### src/rtl/lockin_acquisition_sequencer_pkg.sv
// Shared state encoding and default widths for the lock-in acquisition sequencer.
`default_nettype none

package lockin_acquisition_sequencer_pkg;

   localparam int DEFAULT_CW = 32;
   localparam int DEFAULT_TW = 32;

   typedef enum logic [2:0] {
      ST_IDLE      = 3'd0,
      ST_GUARD_ON  = 3'd1,
      ST_COUNT_ON  = 3'd2,
      ST_GUARD_OFF = 3'd3,
      ST_COUNT_OFF = 3'd4,
      ST_DONE      = 3'd5
   } state_t;

endpackage

`default_nettype wire

### src/rtl/pmt_pulse_sync.sv
// Two-flop synchronizer for the PMT pin followed by a registered rising-edge strobe.
`default_nettype none

module pmt_pulse_sync (
   input  logic clock_50_mhz,
   input  logic reset,
   input  logic pmt_in,
   output logic strobe
);

   logic meta;
   logic sync;
   logic sync_d;

   // Preset high so a pin already high when reset releases is not seen as an edge.
   always_ff @(posedge clock_50_mhz or posedge reset) begin
      if (reset) begin
         meta   <= 1'b1;
         sync   <= 1'b1;
         sync_d <= 1'b1;
         strobe <= 1'b0;
      end else begin
         meta   <= pmt_in;
         sync   <= meta;
         sync_d <= sync;
         strobe <= sync & ~sync_d;
      end
   end

endmodule

`default_nettype wire

### src/rtl/lockin_acquisition_sequencer.sv
// Lock-in photon-counting sequencer: light modulation, guard blanking, gated add/sub
// counting over N periods and a valid/ready result port.
`default_nettype none

module lockin_acquisition_sequencer
   import lockin_acquisition_sequencer_pkg::*;
#(
   parameter int CW = DEFAULT_CW,
   parameter int TW = DEFAULT_TW
) (
   input  logic                 clock_50_mhz,
   input  logic                 reset,
   input  logic                 pmt_in,
   input  logic                 start,
   input  logic                 abort,
   input  logic                 continuous,
   input  logic [TW-1:0]        half_period,
   input  logic [TW-1:0]        guard_cycles,
   input  logic [TW-1:0]        num_periods,
   output logic                 light_source,
   output logic                 gate_on,
   output logic                 gate_off,
   output logic                 busy,
   output logic                 cfg_err,
   output logic                 result_valid,
   input  logic                 result_ready,
   output logic [CW-1:0]        result_add,
   output logic [CW-1:0]        result_sub,
   output logic signed [CW:0]   result_diff
);

   state_t        state;
   state_t        nxt;
   state_t        first_on;
   logic [TW-1:0] hp_q;
   logic [TW-1:0] g_q;
   logic [TW-1:0] np_q;
   logic [TW-1:0] timer;
   logic [TW-1:0] period_cnt;
   logic [CW-1:0] add_cnt;
   logic [CW-1:0] sub_cnt;
   logic [CW-1:0] add_nxt;
   logic [CW-1:0] sub_nxt;
   logic          strobe;
   logic          cfg_ok;
   logic          accept;
   logic          guard_end;
   logic          count_end;
   logic          last_period;
   logic          transfer;

   pmt_pulse_sync u_sync (
      .clock_50_mhz (clock_50_mhz),
      .reset        (reset),
      .pmt_in       (pmt_in),
      .strobe       (strobe)
   );

   always_comb begin
      cfg_ok      = (half_period >= TW'(2)) && (guard_cycles < half_period) && (num_periods != '0);
      accept      = (state == ST_IDLE) && start && cfg_ok;
      guard_end   = (timer == g_q - 1'b1);
      count_end   = (timer == hp_q - g_q - 1'b1);
      last_period = (period_cnt == np_q - 1'b1);
      first_on    = (g_q == '0) ? ST_COUNT_ON : ST_GUARD_ON;
      transfer    = (state == ST_DONE) && result_ready;

      nxt = state;
      if (state != ST_IDLE && abort) begin
         nxt = ST_IDLE;
      end else begin
         case (state)
            ST_IDLE:      if (accept) nxt = (guard_cycles == '0) ? ST_COUNT_ON : ST_GUARD_ON;
            ST_GUARD_ON:  if (guard_end) nxt = ST_COUNT_ON;
            ST_COUNT_ON:  if (count_end) nxt = (g_q == '0) ? ST_COUNT_OFF : ST_GUARD_OFF;
            ST_GUARD_OFF: if (guard_end) nxt = ST_COUNT_OFF;
            ST_COUNT_OFF: if (count_end) nxt = last_period ? ST_DONE : first_on;
            ST_DONE:      if (result_ready) nxt = continuous ? first_on : ST_IDLE;
            default:      nxt = ST_IDLE;
         endcase
      end

      // Saturating counters; a strobe outside the count windows is dropped.
      add_nxt = add_cnt;
      sub_nxt = sub_cnt;
      if (strobe && state == ST_COUNT_ON && add_cnt != '1) add_nxt = add_cnt + 1'b1;
      if (strobe && state == ST_COUNT_OFF && sub_cnt != '1) sub_nxt = sub_cnt + 1'b1;
   end

   always_ff @(posedge clock_50_mhz or posedge reset) begin
      if (reset) begin
         state        <= ST_IDLE;
         hp_q         <= '0;
         g_q          <= '0;
         np_q         <= '0;
         timer        <= '0;
         period_cnt   <= '0;
         add_cnt      <= '0;
         sub_cnt      <= '0;
         light_source <= 1'b0;
         gate_on      <= 1'b0;
         gate_off     <= 1'b0;
         busy         <= 1'b0;
         cfg_err      <= 1'b0;
         result_valid <= 1'b0;
         result_add   <= '0;
         result_sub   <= '0;
         result_diff  <= '0;
      end else begin
         state        <= nxt;
         light_source <= (nxt == ST_GUARD_ON) || (nxt == ST_COUNT_ON);
         gate_on      <= (nxt == ST_COUNT_ON);
         gate_off     <= (nxt == ST_COUNT_OFF);
         busy         <= (nxt != ST_IDLE);
         result_valid <= (nxt == ST_DONE);
         cfg_err      <= (state == ST_IDLE) && start && !cfg_ok;

         // Timer counts cycles spent in the current state.
         if (nxt != state || state == ST_IDLE || state == ST_DONE) timer <= '0;
         else timer <= timer + 1'b1;

         if (accept) begin
            hp_q <= half_period;
            g_q  <= guard_cycles;
            np_q <= num_periods;
         end

         if (nxt == ST_IDLE || transfer) begin
            add_cnt    <= '0;
            sub_cnt    <= '0;
            period_cnt <= '0;
         end else begin
            add_cnt <= add_nxt;
            sub_cnt <= sub_nxt;
            if (state == ST_COUNT_OFF && count_end) period_cnt <= period_cnt + 1'b1;
         end

         // Capture includes a strobe landing in the final COUNT_OFF cycle.
         if (state != ST_DONE && nxt == ST_DONE) begin
            result_add  <= add_nxt;
            result_sub  <= sub_nxt;
            result_diff <= $signed({1'b0, add_nxt}) - $signed({1'b0, sub_nxt});
         end
      end
   end

endmodule

`default_nettype wire

### config.mk
export PLATFORM = sky130hd
export DESIGN_NAME = lockin_acquisition_sequencer
export DESIGN_NICKNAME = d
export VERILOG_FILES = /design/src/rtl/lockin_acquisition_sequencer_pkg.sv /design/src/rtl/pmt_pulse_sync.sv /design/src/rtl/lockin_acquisition_sequencer.sv
export SDC_FILE = /design/constraint.sdc
export NUM_CORES = 1
export LEC_CHECK = 0
export BUFFER_PORTS_ARGS = -buffer_cell sky130_fd_sc_hd__buf_2
export CAP_MARGIN = 10
export CORE_UTILIZATION = 62
export CTS_CLUSTER_DIAMETER = 60
export DETAILED_ROUTE_END_ITERATION = 10
export PLACE_DENSITY_LB_ADDON = 0.08
export SKIP_CTS_REPAIR_TIMING = 1
export SLEW_MARGIN = 20
export SYNTH_ARGS = -nofsm -noshare
export SYNTH_HDL_FRONTEND = slang
export SYNTH_SLANG_ARGS = --single-unit
export TNS_END_PERCENT = 20
### constraint.sdc
create_clock -name clock_50_mhz -period 23.8 [get_ports clock_50_mhz]
set_clock_uncertainty 0.15 [all_clocks]
set_input_delay 2.38 -clock clock_50_mhz [delete_from_list [all_inputs] [get_ports clock_50_mhz]]
set_output_delay 2.38 -clock clock_50_mhz [all_outputs]
set_load 0.02 [all_outputs]
# After elaboration in Yosys (flattened, before gate mapping)
# Index checks and enable logic that the tools add are counted.
# op_classes
n_eq_ne,16
magnitude_cmp,2
addsub,9
mux,20
n_bitwise,2
n_reduce_logical,26
# ops
op,n
$mux 32,7
$add 32x1->32 const B,4
$eq 32x32->1,3
$sub 32x1->32 const B,3
$logic_not 32->1,2
$ne 32x32->1 const B,2
$sub 32x32->33,1
$ge 32x2->1 const B,1
$lt 32x32->1,1
$reduce_bool 32->1,1
$sub 32x32->32,1
$mux 3,9
$pmux 3 s6,1
$logic_and 1x1->1,13
$eq 3x3->1 const B,4
$eq 3x2->1 const B,3
$eq 3x1->1 const B,2
$logic_not 3->1,2
$mux 2,3
$reduce_bool 3->1,2
$logic_or 1x1->1,4
$ne 3x3->1,1
$ne 3x3->1 const B,1
$reduce_bool 2->1,1
3 further kinds,3
# totals
ff_bits,334
out_inout_bits,103

# Depth between registers and ports, before layout
# logic_depth
word_depth,11
mapped_depth,25
mapped_depth_nobuf,24

# Cells and area by module
# Synthesis repeated with hierarchy kept, for this count alone.
# hier_totals
cells_unflattened,2410
area_unflattened_um2,22136.2
# modules_own_cells
module,area_per_inst_um2,cells_per_inst,instances,seq_area_each_um2
lockin_acquisition_sequencer,22014.9,2404,1,8257.9
pmt_pulse_sync,121.4,6,1,103.8

# Worst setup path after synthesis
# OpenSTA, ideal clock, no wires.
# synth_timing
path_type,register to register
start,register add_cnt[6]
end,register result_diff[31]
stages_incl_launch_ff,26
synth_period_minus_slack_ps,5551
path_slack_ps,18249
arrival_time_ps,5277
required_ps,23525
setup_ps,125
path_cell_list,dfrtp_1 -> and4_1 -> and4_1 -> and4_1 -> nand4_1 -> nor3_1 -> nand3_1 -> o211a_1 -> and3_1 -> clkbuf_1 -> nand4_1 -> xor2_1 -> inv_1 -> ha_1 -> nand2_1 -> o21ai_0 -> or3_1 -> o2111ai_1 -> a21bo_2 -> a31o_2 -> a21boi_0 -> a311o_1 -> a31o_2 -> a211o_1 -> xor2_1 -> mux2_2
# synth_between
elab_chain_len,4
word_cells_on_any_way,5
# synth_lines
item,line_no,rtl
start: declaration,lockin_acquisition_sequencer.sv:40,logic [CW-1:0] add_cnt;
start signal: assignment,lockin_acquisition_sequencer.sv:133,add_cnt <= add_nxt;
"parallel branches: the longest is 2 deep, another holds $add 32x1->32",n/a,
$mux 32 *,lockin_acquisition_sequencer.sv:86,if (strobe && state == ST_COUNT_ON && add_cnt != '1) add_nxt = add_cnt + 1'b1;
net add_nxt[9],lockin_acquisition_sequencer.sv:42,logic [CW-1:0] add_nxt;
$sub 32x32->33 *,lockin_acquisition_sequencer.sv:142,"result_diff <= $signed({1'b0, add_nxt}) - $signed({1'b0, sub_nxt});"
end signal: assignment,lockin_acquisition_sequencer.sv:142,
end: declaration,lockin_acquisition_sequencer.sv:29,output logic signed [CW:0] result_diff
# Mark *: on every way through the listed nets, which the timed path passes.
# A chain may end at the register's enable or synchronous reset.

# Worst setup path after layout
# layout_timing
start,register g_q[0]
end,register result_diff[3]
# layout_between
elab_chain_len,8
word_cells_on_any_way,19
# layout_lines
item,line_no,rtl
start: declaration,lockin_acquisition_sequencer.sv:36,logic [TW-1:0] g_q;
start signal: assignment,lockin_acquisition_sequencer.sv:124,g_q <= guard_cycles;
$sub 32x32->32,lockin_acquisition_sequencer.sv:63,count_end = (timer == hp_q - g_q - 1'b1);
$sub 32x1->32,lockin_acquisition_sequencer.sv:63,
$eq 32x32->1,lockin_acquisition_sequencer.sv:63,
$mux 3 (on tied branches),"lockin_acquisition_sequencer.sv:77, lockin_acquisition_sequencer.sv:75",
$pmux 3 s6 *,lockin_acquisition_sequencer.sv:72,case (state)
$mux 3 *,lockin_acquisition_sequencer.sv:69,if (state != ST_IDLE && abort) begin
net nxt[2],lockin_acquisition_sequencer.sv:33,state_t nxt;
$eq 3x3->1 *,lockin_acquisition_sequencer.sv:139,if (state != ST_DONE && nxt == ST_DONE) begin
$logic_and 1x1->1 *,lockin_acquisition_sequencer.sv:139,
# Mark *: on every way through the listed nets, which the timed path passes. The rest lies on a longest branch.

==> impl_results.html <==
<table>
<tr><th>Metric</th><th>Value</th></tr>
<tr><th colspan="2">STA</th></tr>
<tr><td>Clock period minus worst slack</td><td>roughly 7100 ps</td></tr>
<tr><td>Final Setup Violations</td><td>0</td></tr>
<tr><td>Timing-limited maximum frequency</td><td>roughly 140 MHz</td></tr>
<tr><td>Transition at the pin with the smallest max-transition slack</td><td>between 1000 and 1500 ps</td></tr>
<tr><td>Number of pins with negative max-slew slack in the final report</td><td>0</td></tr>
<tr><td>Sum Neg Setup Slack</td><td>0 ps</td></tr>
<tr><td>Remaining max-slew budget at the tightest pin</td><td>0.214</td></tr>
<tr><td>Crit share post-route</td><td>0.299</td></tr>
<tr><td>Unrepaired setup endpoints after global routing</td><td>false</td></tr>
<tr><td>Hold Fails Final Rpt</td><td>0</td></tr>
<tr><th colspan="2">Place</th></tr>
<tr><td>GP Congestion</td><td>approximately 0.99</td></tr>
<tr><td>Count of input and output buffers</td><td>205</td></tr>
<tr><td>Post-detailed-placement half-perimeter wirelength</td><td>roughly 48 mm</td></tr>
<tr><th colspan="2">Critical path</th></tr>
<tr><td>Critical path class</td><td>register to register</td></tr>
<tr><td>Critical-path maximum fanout</td><td>67</td></tr>
<tr><td>Capture point of the worst path</td><td>result_diff[3]</td></tr>
<tr><td>Reg-to-reg setup timing slack</td><td>~17000 ps</td></tr>
<tr><td>Crit Reg-Reg Startpoint</td><td>g_q[0]</td></tr>
<tr><td>CP Data Arrival Time</td><td>about 7400 ps</td></tr>
<tr><td>Startpoint kind of the worst setup timing path</td><td>register</td></tr>
<tr><td>Depth of the worst register-to-register path</td><td>16</td></tr>
<tr><td>Critical Path Source</td><td>g_q[0]</td></tr>
<tr><td>Endpoint of the lowest-slack register-to-register path</td><td>result_diff[3]</td></tr>
<tr><td>Critical path endpoint category</td><td>register</td></tr>
<tr><td>Critical Path RT</td><td>around 24000 ps</td></tr>
<tr><th colspan="2">Global routing</th></tr>
<tr><td>GR met1 Demand/Resource</td><td>0.472</td></tr>
<tr><td>Total global routing overflow</td><td>0</td></tr>
<tr><td>Total routing usage reported by global routing</td><td>0.350</td></tr>
<tr><td>Global-route wire length before repair</td><td>98.5 mm</td></tr>
<tr><td>Global route hottest layer</td><td>met2</td></tr>
<tr><td>Global-route track usage on met3</td><td>0.0688</td></tr>
<tr><td>Global routing usage on met2</td><td>0.573</td></tr>
<tr><td>Number of antenna violations at the first check in global routing</td><td>7</td></tr>
<tr><td>Pin count of the biggest net entering global routing</td><td>150</td></tr>
<tr><td>Number of global-route vias before repair</td><td>roughly 18k</td></tr>
<tr><th colspan="2">Synthesis</th></tr>
<tr><td>Primary FF master, synth</td><td>dfrtp_1</td></tr>
<tr><td>Post-Synthesis Cells</td><td>around 2.4k</td></tr>
<tr><td>Syn_nets</td><td>2585</td></tr>
<tr><td>Synthesized area divided by synthesized cell count</td><td>9.16 um^2</td></tr>
<tr><td>Synthesized flop and latch total</td><td>approximately 330</td></tr>
<tr><td>Top post-synthesis cells by area</td><td>dfrtp_1, mux2_2, xnor2_1</td></tr>
<tr><td>Yosys warns</td><td>0</td></tr>
<tr><td>Netlist cell types</td><td>80</td></tr>
<tr><td>Biggest area consumer among synthesized cells</td><td>dfrtp_1</td></tr>
<tr><td>Ys async rst share</td><td>1.00</td></tr>
<tr><td>Portion of the post-synthesis area used by sequential elements</td><td>0.384</td></tr>
<tr><td>Area share of the largest cell type after synthesis</td><td>0.380</td></tr>
<tr><td>Mapped Area</td><td>approximately 22000 um^2</td></tr>
<tr><td>Number of enable flip-flop cells after synthesis</td><td>0</td></tr>
<tr><th colspan="2">Die</th></tr>
<tr><td>Initial Utilization</td><td>0.631</td></tr>
<tr><td>Overall die height</td><td>189 um</td></tr>
<tr><td>Die W</td><td>189 um</td></tr>
<tr><td>Number of standard-cell rows in the floorplan</td><td>68</td></tr>
<tr><td>Number of I/O pins</td><td>a little over 200</td></tr>
<tr><td>Std-Cell Core Area</td><td>34500 um^2</td></tr>
<tr><td>Die area</td><td>35900 um^2</td></tr>
<tr><th colspan="2">Power and ir drop</th></tr>
<tr><td>Reported leakage power</td><td>around 11 nW</td></tr>
<tr><td>Worst voltage drop across the vdd grid</td><td>roughly 0.000064 V</td></tr>
<tr><td>Overall power</td><td>~2.1 mW</td></tr>
<tr><td>Pwr Density</td><td>84.7 nW/um^2</td></tr>
<tr><th colspan="2">Clock network</th></tr>
<tr><td>Worst-Skew Late Latency</td><td>approximately 570 ps</td></tr>
<tr><td>CTS root buffer</td><td>clkbuf_16</td></tr>
<tr><td>CTS tree</td><td>done</td></tr>
<tr><td>Register clock-pin slew on the reported worst setup and hold paths</td><td>roughly 60 ps</td></tr>
<tr><td>CTS Buf Count</td><td>39</td></tr>
<tr><td>H-Tree Depth</td><td>2</td></tr>
<tr><td>CTS Buffer Depth</td><td>3</td></tr>
<tr><td>Number of clock sinks</td><td>334</td></tr>
<tr><th colspan="2">Routing</th></tr>
<tr><td>Vias</td><td>about 19k</td></tr>
<tr><td>Total detailed-routing wirelength</td><td>between 60 and 70 mm</td></tr>
<tr><td>Final antenna-violating net count</td><td>0</td></tr>
<tr><td>Final routed wire length divided by cell count</td><td>20.7 um</td></tr>
<tr><td>Vias per std cell</td><td>between 6 and 7</td></tr>
<tr><td>Pre-Repair DR Iteration Count</td><td>6</td></tr>
<tr><td>Drt initial violations</td><td>1595</td></tr>
<tr><td>Post-detailed-route DRC marker count</td><td>0</td></tr>
<tr><th colspan="2">Finish</th></tr>
<tr><td>Post-synthesis to final-layout area growth</td><td>11.6%</td></tr>
<tr><td>Most frequent cells in the layout</td><td>dfrtp_1, nor2_1, buf_2, nand2_1, inv_1</td></tr>
<tr><td>Most common cell after layout, fill and taps aside</td><td>dfrtp_1</td></tr>
<tr><td>Fraction of final layout cells with drive strength greater than 1</td><td>0.165</td></tr>
<tr><td>Total Nets Final</td><td>approximately 2.7k</td></tr>
<tr><th colspan="2">Hold path</th></tr>
<tr><td>Class of the most critical hold timing path</td><td>register to register</td></tr>
<tr><th colspan="2">Run</th></tr>
<tr><td>MaxCap Viol Count</td><td>0</td></tr>
<tr><th colspan="2">Status</th></tr>
<tr><td>Status</td><td>completed</td></tr>
</table>
## Yosys cell counts, types with 12 or more instances
library cell  number
buf_2             14
nor2b_1           33
ha_1             101
clkbuf_1          71
or3_1             13
nor3_1            51
a21oi_1           80
nand2b_1          17
nand4_1           59
mux2_2           117
and3_1            39
nand2_1          179
xor2_1           124
or4_1             18
xnor2_1          149
a21o_1            27
inv_1            170
mux2i_1           57
dfrtp_1          331
o21ai_0           99
o211ai_1          12
nand3_1           76
nor2_1           229
and2_1            16
nor4_1            57
o21a_1            20
## flip-flops by register name, indices dropped and copies added (netlist names), 3 cells and up
name         count
add_cnt         32
g_q             32
hp_q            32
np_q            32
period_cnt      32
result_add      32
result_diff     33
result_sub      32
state            3
sub_cnt         32
timer           32
## cells by family (layout without fill, tap and decap cells)
group                      Yosys count  count (layout)  share of synthesized area
AOI/OAI and AO/OA                  388             388                      0.119
xor gates and xnor gates           273             273                      0.110
adders and majority gates          103             103                     0.0598
buffers and inverters              269             459                     0.0487
DFF                                334             334                      0.384
muxes                              174             174                     0.0866
other                                0               4                          0
and+or+nand+nor                    838             838                      0.192
## worst min path at each step
stage / startpoint / end / slack [ps] / depth (start not counted)
2_1_floorplan: u_sync.meta / u_sync.sync / 200 / 0
3_3_place_gp: u_sync.meta / u_sync.sync / 200 / 0
3_5_place_dp: u_sync.meta / u_sync.sync / 200 / 0
4_1_cts: u_sync.meta / u_sync.sync / 210 / 0
5_1_grt: u_sync.meta / u_sync.sync / 210 / 0
6_report: u_sync.meta / u_sync.sync / 210 / 0
## report_power, final
| part | internal, mW | total [mW] | switching (mW) |
|---|---|---|---|
| Combinational | 0.305 | 0.792 | 0.488 |
| Sequential | 0.621 | 0.698 | 0.0764 |
| Clock | 0.323 | 0.570 | 0.247 |
## through the flow
stage                     worst slack, ps  hold WS, ps  utilization  cells  cell area, um^2
final                               16680          207        0.704   3028            24300
after global routing                16310          210        0.704   3027            24300
after CTS                           16740          210        0.703   3024            24300
after detailed placement            16700          202        0.669   2955            23100
after global placement              16770          200        0.669   2955            23100
after floorplan                     12020          195            -   2379            21800
## metal layers
| metal | vias to the layer above | part of all wire |
|---|---|---|
| met5 | - | 0.00062 |
| met3 | 111 | 0.073 |
| met1 | 9179 | 0.42 |
| met4 | 6 | 0.025 |
| met2 | 691 | 0.48 |
| li1 | 8728 | - |
## worst max-delay path, cell delays in order (launching register included)
cell and delay [ps]:
dfrtp_1 420, inv_1 110, ha_1 230, fa_1 430, a21oi_1 280, o22a_1 370
o22ai_1 200, or4_1 520, a22o_1 210, or4b_1 440, or4b_1 570, or4_1 740
mux2i_1 280, nand2_1 220, nand3_4 450, buf_4 860, mux2_2 420
## layout make-up
cell class / instances / area [um^2]
well taps: 455 / 569
flip-flops and latches: 334 / 8360
diodes: 4 / 10.0
fillers: 2713 / 10200
clock inverters: 10 / 85.1
clock buffers: 59 / 1100
multi-input cells: 1776 / 12400
inverters: 170 / 651
repair buffers: 220 / 1140
Power figures use the tool's default switching activity.
